===== src/rtl/uno_seq.sv =====
// uno_seq: sequenced unified nonlinear unit for the PE datapath.
//
// A single signed MAC serves four operations:
//   op 00 MAC  : out = x*y + (acc_en ? previous out : z), one cycle.
//   op 01 div  : y/x by range reduction, Horner polynomial on the reduced
//                variable, then a scale step.
//   op 10 exp  : exp(x) as exp(x_int) * poly(x_frac).
//   op 11 ln   : ln(x) as poly(0.75 - x_norm) + e*ln2.
// Non-MAC results are Q.2FRAC; divide/log with x <= 0 return an error code.
//
// Ports:
//   clk, rst            clock, asynchronous active-high reset
//   in_valid/in_ready   request handshake; op, acc_en, x, y, z with it
//   cf_op, cf_idx       coefficient table select/index (combinational read)
//   cf_data             coefficient c_k, Q.FRAC
//   es_addr, es_data    exp(x_int) table lookup, Q.FRAC
//   out_valid/out_ready result handshake; out_data, out_err held in DONE
module uno_seq #(
    parameter int unsigned BW     = 12,
    parameter int unsigned FRAC   = 8,
    parameter int unsigned ORDER  = 3,
    parameter int unsigned LN2    = 177,
    parameter int unsigned ACC_BW = 2 * BW + 4
) (
    input  logic              clk,
    input  logic              rst,
    input  logic              in_valid,
    output logic              in_ready,
    input  logic [1:0]        op,
    input  logic              acc_en,
    input  logic [BW-1:0]     x,
    input  logic [BW-1:0]     y,
    input  logic [2*BW-1:0]   z,
    output logic [1:0]        cf_op,
    output logic [2:0]        cf_idx,
    input  logic [BW-1:0]     cf_data,
    output logic [BW-FRAC-1:0] es_addr,
    input  logic [BW-1:0]     es_data,
    output logic              out_valid,
    input  logic              out_ready,
    output logic [ACC_BW-1:0] out_data,
    output logic              out_err
);

    localparam logic [1:0] OpMac = 2'b00;
    localparam logic [1:0] OpDiv = 2'b01;
    localparam logic [1:0] OpExp = 2'b10;
    localparam logic [1:0] OpLog = 2'b11;

    localparam int unsigned LZW = $clog2(BW + 1);
    localparam int unsigned EW  = LZW + 1;

    localparam logic signed [ACC_BW-1:0] SatMax = ACC_BW'((1 << (BW - 1)) - 1);
    localparam logic signed [ACC_BW-1:0] SatMin = ~SatMax;
    localparam logic signed [ACC_BW-1:0] LnTwo  = ACC_BW'(LN2);
    localparam logic [BW-1:0]            ThreeQuarter = BW'(3 << (FRAC - 2));
    localparam logic signed [BW-1:0]     OneQ   = BW'(1 << FRAC);
    localparam logic [ACC_BW-1:0]        ErrVal = {1'b0, {(ACC_BW - 1){1'b1}}};

    typedef enum logic [2:0] {StIdle, StPre, StHorn, StScale, StDone} state_e;

    state_e                    state_q, state_d;
    logic [1:0]                op_q, op_d;
    logic [BW-1:0]             x_q, x_d;
    logic [BW-1:0]             y_q, y_d;
    logic signed [ACC_BW-1:0]  acc_q, acc_d;
    logic signed [BW-1:0]      var_x_q, var_x_d;
    logic signed [BW-1:0]      scale_q, scale_d;
    logic signed [ACC_BW-1:0]  offset_q, offset_d;
    logic [2:0]                k_q, k_d;
    logic [ACC_BW-1:0]         out_data_q, out_data_d;
    logic                      out_err_q, out_err_d;

    // Leading zeros over the full operand width.
    function automatic logic [LZW-1:0] count_lz(input logic [BW-1:0] v);
        logic [LZW-1:0] n;
        logic           found;
        n     = '0;
        found = 1'b0;
        for (int i = BW - 1; i >= 0; i--) begin
            if (!found) begin
                if (v[i]) begin
                    found = 1'b1;
                end else begin
                    n = n + LZW'(1);
                end
            end
        end
        return n;
    endfunction

    // Drop the fraction bits of an accumulator and clamp to operand range.
    function automatic logic signed [BW-1:0] sat_bw(input logic signed [ACC_BW-1:0] a);
        logic signed [ACC_BW-1:0] s;
        s = a >>> FRAC;
        if (s > SatMax) begin
            return BW'(SatMax);
        end else if (s < SatMin) begin
            return BW'(SatMin);
        end
        return BW'(s);
    endfunction

    // Datapath signals
    logic                      x_nonpos;
    logic [LZW-1:0]            lz;
    logic [FRAC-1:0]           x_norm;
    logic signed [EW-1:0]      e;
    logic [EW-1:0]             e_mag;
    logic signed [BW-1:0]      div_scale;
    logic signed [BW-1:0]      var_norm;
    logic signed [BW-1:0]      var_frac;
    logic signed [ACC_BW-1:0]  e_ext;
    logic signed [ACC_BW-1:0]  log_offset;
    logic signed [ACC_BW-1:0]  cf_term;
    logic signed [BW-1:0]      acc_sat;
    logic signed [2*BW-1:0]    horn_p;
    logic signed [ACC_BW-1:0]  horn_next;
    logic signed [2*BW-1:0]    scale_p;
    logic signed [ACC_BW-1:0]  scale_next;
    logic signed [2*BW-1:0]    mac_p;
    logic [ACC_BW-1:0]         mac_add;
    logic [ACC_BW-1:0]         mac_res;
    logic [BW-FRAC-1:0]        x_int;

    always_comb begin
        x_nonpos = x[BW-1] || (x == '0);

        // Range reduction: x = x_norm * 2^e with x_norm in [0.5, 1).
        lz       = count_lz(x_q);
        x_norm   = FRAC'((x_q << lz) >> (BW - FRAC));
        e        = $signed(EW'(BW - FRAC)) - $signed({1'b0, lz});
        e_mag    = e[EW-1] ? (~e + EW'(1)) : e;
        div_scale = e[EW-1] ? $signed(y_q << e_mag) : ($signed(y_q) >>> e_mag);
        var_norm = $signed(ThreeQuarter - {{(BW - FRAC){1'b0}}, x_norm});
        var_frac = $signed({{(BW - FRAC){1'b0}}, x_q[FRAC-1:0]});
        x_int    = x_q[BW-1:FRAC];
        e_ext    = $signed({{(ACC_BW - EW){e[EW-1]}}, e});
        log_offset = (e_ext * LnTwo) <<< FRAC;

        // Shared multiply-add for the Horner and scale steps.
        cf_term    = $signed({{(ACC_BW - BW){cf_data[BW-1]}}, cf_data}) <<< FRAC;
        acc_sat    = sat_bw(acc_q);
        horn_p     = acc_sat * var_x_q;
        horn_next  = $signed({{(ACC_BW - 2 * BW){horn_p[2*BW-1]}}, horn_p}) + cf_term;
        scale_p    = acc_sat * scale_q;
        scale_next = $signed({{(ACC_BW - 2 * BW){scale_p[2*BW-1]}}, scale_p}) + offset_q;

        // MAC uses the live request; acc_en chains onto the held result.
        mac_p   = $signed(x) * $signed(y);
        mac_add = acc_en ? out_data_q : {{(ACC_BW - 2 * BW){z[2*BW-1]}}, z};
        mac_res = {{(ACC_BW - 2 * BW){mac_p[2*BW-1]}}, mac_p} + mac_add;
    end

    always_comb begin
        state_d    = state_q;
        op_d       = op_q;
        x_d        = x_q;
        y_d        = y_q;
        acc_d      = acc_q;
        var_x_d    = var_x_q;
        scale_d    = scale_q;
        offset_d   = offset_q;
        k_d        = k_q;
        out_data_d = out_data_q;
        out_err_d  = out_err_q;
        in_ready   = 1'b0;
        out_valid  = 1'b0;
        cf_idx     = '0;
        es_addr    = '0;

        unique case (state_q)
            StIdle: begin
                in_ready = 1'b1;
                if (in_valid) begin
                    op_d = op;
                    x_d  = x;
                    y_d  = y;
                    if (op == OpMac) begin
                        out_data_d = mac_res;
                        out_err_d  = 1'b0;
                        state_d    = StDone;
                    end else if ((op != OpExp) && x_nonpos) begin
                        out_data_d = ErrVal;
                        out_err_d  = 1'b1;
                        state_d    = StDone;
                    end else begin
                        state_d = StPre;
                    end
                end
            end
            StPre: begin
                cf_idx  = 3'(ORDER);
                es_addr = x_int;
                if (op_q == OpExp) begin
                    var_x_d  = var_frac;
                    scale_d  = $signed(es_data);
                    offset_d = '0;
                end else if (op_q == OpLog) begin
                    var_x_d  = var_norm;
                    scale_d  = OneQ;
                    offset_d = log_offset;
                end else begin
                    var_x_d  = var_norm;
                    scale_d  = div_scale;
                    offset_d = '0;
                end
                acc_d   = cf_term;
                k_d     = 3'(ORDER - 1);
                state_d = StHorn;
            end
            StHorn: begin
                cf_idx  = k_q;
                es_addr = x_int;
                acc_d   = horn_next;
                if (k_q == 3'd0) begin
                    state_d = StScale;
                end else begin
                    k_d = k_q - 3'd1;
                end
            end
            StScale: begin
                acc_d      = scale_next;
                out_data_d = scale_next;
                out_err_d  = 1'b0;
                state_d    = StDone;
            end
            StDone: begin
                out_valid = 1'b1;
                if (out_ready) begin
                    state_d = StIdle;
                end
            end
            default: begin
                state_d = StIdle;
            end
        endcase
    end

    always_ff @(posedge clk or posedge rst) begin
        if (rst) begin
            state_q    <= StIdle;
            op_q       <= OpMac;
            x_q        <= '0;
            y_q        <= '0;
            acc_q      <= '0;
            var_x_q    <= '0;
            scale_q    <= '0;
            offset_q   <= '0;
            k_q        <= '0;
            out_data_q <= '0;
            out_err_q  <= 1'b0;
        end else begin
            state_q    <= state_d;
            op_q       <= op_d;
            x_q        <= x_d;
            y_q        <= y_d;
            acc_q      <= acc_d;
            var_x_q    <= var_x_d;
            scale_q    <= scale_d;
            offset_q   <= offset_d;
            k_q        <= k_d;
            out_data_q <= out_data_d;
            out_err_q  <= out_err_d;
        end
    end

    assign cf_op    = op_q;
    assign out_data = out_data_q;
    assign out_err  = out_err_q;

endmodule

===== config.mk =====
export PLATFORM = sky130hd
export DESIGN_NAME = uno_seq
export DESIGN_NICKNAME = d
export VERILOG_FILES = /design/src/rtl/uno_seq.sv
export SDC_FILE = /design/constraint.sdc
export NUM_CORES = 2
export LEC_CHECK = 0
export CORE_MARGIN = 2
export CORE_UTILIZATION = 40
export DETAILED_ROUTE_END_ITERATION = 7
export DONT_BUFFER_PORTS = 1
export PLACE_DENSITY = 0.54
export RECOVER_POWER = 25
export REMOVE_ABC_BUFFERS = 1
export SLEW_MARGIN = 15
export SYNTH_ARGS = -nofsm -noshare
export SYNTH_HDL_FRONTEND = slang
export SYNTH_SLANG_ARGS = --single-unit

===== constraint.sdc =====
create_clock -name clk -period 25.2 [get_ports clk]
set_input_delay 3.78 -clock clk [delete_from_list [all_inputs] [get_ports clk]]
set_output_delay 3.78 -clock clk [all_outputs]
set_load 0.01 [all_outputs]

# Word level (Yosys, flattened, before mapping)
# Index checks and enable logic that the tools add are counted.
# classes
n_mux,78
eq_ne,12
n_addsub,18
shifts,3
reduce_logical,14
bitwise_logic,1
n_lt_le_gt_ge,2
mul,4
# op_table
operator,n
28-bit two-way mux,6
4-bit two-way mux,23
12-bit two-way mux,7
28-bit one-hot mux with 3 select lines,1
12-bit by 12-bit multiplier with 24-bit output,3
28-bit one-hot mux with 2 select lines,1
"4-bit by 1-bit adder with 4-bit output, second input constant",11
1-bit two-way mux,29
24-bit by 28-bit adder with 28-bit output,1
28-bit adder,1
24-bit by 20-bit adder with 25-bit output,1
"20-bit by 12-bit greater-than comparator with 1-bit output, second input constant",1
"20-bit by 12-bit less-than comparator with 1-bit output, second input constant",1
3-bit two-way mux,6
3-bit one-hot mux with 5 select lines,1
"5-bit by 9-bit multiplier with 14-bit output, second input constant",1
12-bit logical NOT,1
3-bit one-hot mux with 2 select lines,2
12-bit by 4-bit left shift with 12-bit output,1
12-bit by 5-bit left shift with 12-bit output,1
12-bit by 5-bit >>> shifter with 12-bit output,1
"2-bit != test, second input constant",5
"8-bit by 8-bit subtractor with 9-bit output, first input constant",1
"3-bit by 2-bit == test with 1-bit output, second input constant",2
19 further kinds,24
# word_totals
reg_bits,141

# Longest topological paths before layout
# logic_depth
ltp_word,42
ltp_mapped,50
mapped_depth_nobuf,47

# Worst setup path before layout
# No wires, ideal clock.
# synth_path
kind,reg2reg
startpoint,reg x_q[11]
endpoint,reg offset_q[26]
setup_ns,0.068
period_less_slack_ns,10.841
path_stages_with_launch,51
setup_slack_ns,14.359
arrival_time_ns,10.774
path_cell_list,dfrtp_1 > buf_2 > nand2b_1 > inv_1 > ha_1 > o21a_1 > ha_1 > mux2i_1 > a21boi_0 > ha_1 > mux2_2 > ha_1 > o21bai_1 > a21oi_1 > ha_1 > mux2_2 > ha_1 > mux2_2 > [15 not listed] > ha_1 > clkbuf_1 > clkinv_1 > a22oi_2 > clkbuf_1 > xnor2_1 > ha_1 > inv_1 > fa_1 > inv_1 > ha_1 > ha_1 > a21o_1 > a21oi_1 > o21bai_1 > a21oi_1 > nand2b_1 > a32o_1
# synth_via
elab_chain_len,38
word_cells_on_any_way,49
# synth_rtl
item,line_no,text
"start, declared",64,"logic [BW-1:0] x_q, x_d;"
"start signal, assigned",244,x_q <= '0;
"start signal, assigned",256,x_q <= x_d;
1-bit two-way mux,82,if (v[i]) begin
4-bit by 1-bit adder with 4-bit output,85,n = n + LZW'(1);
4-bit two-way mux,82,
4-bit two-way mux,81,if (!found) begin
4-bit by 1-bit adder with 4-bit output,85,
4-bit two-way mux,82,
4-bit two-way mux,81,
4-bit by 1-bit adder with 4-bit output,85,
[22 not listed],--,
4-bit two-way mux,81,
4-bit by 1-bit adder with 4-bit output,85,
4-bit two-way mux,82,
4-bit two-way mux *,81,
3-bit by 4-bit subtractor with 5-bit output *,132,"e = $signed(EW'(BW - FRAC)) - $signed({1'b0, lz});"
5-bit by 9-bit multiplier with 14-bit output *,139,log_offset = (e_ext * LnTwo) <<< FRAC;
28-bit two-way mux *,199,end else if (op_q == OpLog) begin
28-bit two-way mux *,195,if (op_q == OpExp) begin
"end signal, assigned",261,offset_q <= offset_d;
"end, declared",69,"logic signed [ACC_BW-1:0] offset_q, offset_d;"
# Every way passes the cells marked *; elsewhere a longest branch is shown, timed or not.
# A chain may end at the register's enable or synchronous reset.

# Worst setup path in the final report
# layout_path
startpoint,reg x_q[11]
endpoint,reg offset_q[20]
# The elaborated chain is that of the path after synthesis.

==> summary.md <==
| Metric | Value |
|---|---|
| Post-CTS setup buffer count | 0 |
| CP Max Fanout | 16 |
| Setup CP Type | register to register |
| Core area | 66800 µm² |
| Unrepaired setup endpoints after global routing | no |
| Worst-Margin Slew | 2.45 ns |
| Vias in the first global route | between 20000 and 25000 |
| Slew margin rel. | -64.0% |
| First-pass GRT wire length | 131000 µm |
| # hold bufs at CTS | 0 |
| Most common cell after layout, fill and taps aside | inv_1 |
| Status | finished, violations left |
| Die height | 263 µm |
| GR Overflow Total | 0 |
| Cell area after synthesis | 26900 µm² |
| Clk buf depth | 2 |
| Fin crit share | 50.0% |
| Row count | 95 |
| Vias | around 21000 |
| IO Count | 119 |
| Area growth syn-to-layout | 5.37% |
| Count of different cell masters after synthesis | 93 |
| Post-Route Setup TNS | 0 ns |
| Final HPWL DP | 67000 µm |
| WL/cell | 21.6 µm |
| H-tree depth | 4 |
| Most frequent cells in the layout | inv_1, fa_1, nand2_1 |
| Clock latency on the worst-skew pair | 0.48 ns |
| Die ar. | 69300 µm² |
| Max-slew violation count | between 100 and 150 |
| I/O Buffers | 0 |
| Fmax | 79.4 MHz |
| Register area share after synthesis | 10.8% |
| Reg2reg setup slack | 12.61 ns |
| Initial Util | 40.2% |
| Vias per cell | 5.58 |
| Max-cap check violation count | 3 |
| DRT iter0 DRCs | around 1500 |
| Final antenna-violating net count | 0 |
| Largest net degree at the start of global routing | 67 |
| Synth Warn # | 0 |
| Num CTS Buffers | 17 |
| Worst r2r path cells | 46 |
| Final min period | 12.59 ns |
| Setup-failing EPs final | 0 |
| Fraction of layout cells with a size suffix above 1 | roughly 5.0% |
| Async S/R FF share, synth | 100% |
| Critical Path RT | 25.59 ns |
| Top delay family on crit path | adder cells |
| Post-synth EDFFs | 0 |
| CTS resizes | 0 |
| HP Start | k_q[0]$_DFFE_PP0P_ |
| CTS tree | yes |
| Hold Path Depth | 1 |
| Post-synth top flop | dfrtp_1 |
| Most used cell, CP | ha_1 |
| Initial antenna violation count | 5 |
| Post-synthesis register bit count | 116 |
| CTS Root Cell | clkbuf_16 |
| Failing checks | max-capacitance violations, max-slew violations |
| RR Endpoint | offset_q[20]$_DFFE_PP0P_ |
| CP startpoint kind | register |
| CTS sink count | between 100 and 150 |
| Routed Wire Length | 83000 µm |
| CTS clk-pin slew, worst paths | 0.07 ns |
| Global router's overall resource usage | between 20% and 30% |
| Synthesized area per cell | 8.81 µm² |
| Pre-antenna DRT Iters | 5 |
| Crit path largest cell delay | 0.75 ns |
| Post-Syn Instances | 3050 |
| Skew final | 0.0175 ns |
| Hold Crit Endpoint | k_q[0]$_DFFE_PP0P_ |
| CP Capture Type | register |
| Placed insts | roughly 3800 |
| WP data arrival | ~13 ns |
| Non-filler instance count after layout | approximately 3800 |
| Filler instances | 6686 |
| Die width | 263 µm |
| Drt drc | 0 |
| Nets | 3718 |
| Buf+Inv Stages, Crit Path | 5 |
| Final Hold Fails | 0 |
| Hold Path Class | register to register |
| Cell with the largest stage delay on the worst path | a22oi_2 |
| Routability congestion estimate | 0.915 |
| FF-to-FF Start | x_q[11]$_DFFE_PP0P_ |
metal layers:
layer	wire, µm	up-vias	global-route usage [%]
met4	3280	4	9.68
met3	4680	144	4.59
met2	40100	652	41.0
li1	-	9696	-
met1	34900	10900	31.5
met5	26	-	0
sequential cells by signal, indices dropped and copies added, names as in the netlist:
register  count
x_q          12
out_data     28
out_err       1
acc_q        20
k_q           3
state_q       3
scale_q      12
y_q          12
cf_op         2
offset_q     14
var_x_q       9
cell type report:
type | count | area (µm²) | area share [%]
Clock inverter | 12 | 249 | 0.879
Timing Repair Buffer | 28 | 203 | 0.716
Antenna cell | 3 | 7.51 | 0.0265
Tap cell | 873 | 1090 | 3.86
Multi-Input combinational cell | 2312 | 21600 | 76.3
Inverter | 473 | 1780 | 6.27
Clock buffer | 20 | 467 | 1.65
Sequential cell | 116 | 2900 | 10.3
stage by stage:
step | utilization, % | setup WS (ns) | hold slack, ns | cell area (µm²)
floorplan | - | 14.30 | 0.457 | 26300
global placement | 41.3 | 13.16 | 0.474 | 27600
detailed placement | 41.3 | 12.78 | 0.479 | 27600
CTS | 42.4 | 12.72 | 0.491 | 28300
global route | 42.4 | 11.87 | 0.504 | 28300
finish | 42.4 | 12.61 | 0.490 | 28300
worst max-delay path by stage:
stage,endpoint,slack [ns],start,depth (start not counted)
final,offset_q[20]$_DFFE_PP0P_,12.61,x_q[11]$_DFFE_PP0P_,46
after global routing,offset_q[20]$_DFFE_PP0P_,11.87,x_q[11]$_DFFE_PP0P_,46
after CTS,offset_q[20]$_DFFE_PP0P_,12.72,x_q[11]$_DFFE_PP0P_,47
after detailed placement,offset_q[20]$_DFFE_PP0P_,12.78,x_q[11]$_DFFE_PP0P_,47
after global placement,offset_q[20]$_DFFE_PP0P_,13.16,x_q[11]$_DFFE_PP0P_,47
after floorplan,offset_q[20]$_DFFE_PP0P_,14.30,x_q[11]$_DFFE_PP0P_,47
cell families (layout without fill, tap and decap cells):
logic type,Yosys count,in the layout,share of synthesized area [%]
buffers and inverters,622,533,8.81
AO/OA/AOI/OAI,515,515,12.4
flip-flops,116,116,10.8
adder cells (fa/ha/maj),691,691,44.9
multiplexers,73,73,2.97
XOR/XNOR,108,108,3.57
AND/OR/NAND/NOR,925,925,16.5
other,0,3,0
Yosys cell counts, types with 35 or more instances:
cell / number / area [µm²]
nand3_1: 35 / 175
a21oi_1: 134 / 671
mux2_2: 49 / 552
fa_1: 456 / 9130
dfrtp_1: 116 / 2900
o21ai_0: 102 / 510
clkbuf_1: 124 / 465
xnor2_1: 79 / 692
and2_1: 133 / 832
nand2_1: 416 / 1560
ha_1: 235 / 2940
nor3_1: 47 / 235
nand2b_1: 52 / 325
inv_1: 468 / 1760
nor2_1: 117 / 439
Power is not shown: default switching activity piles up to over one toggle a cycle in this logic, so the estimate is an artifact.
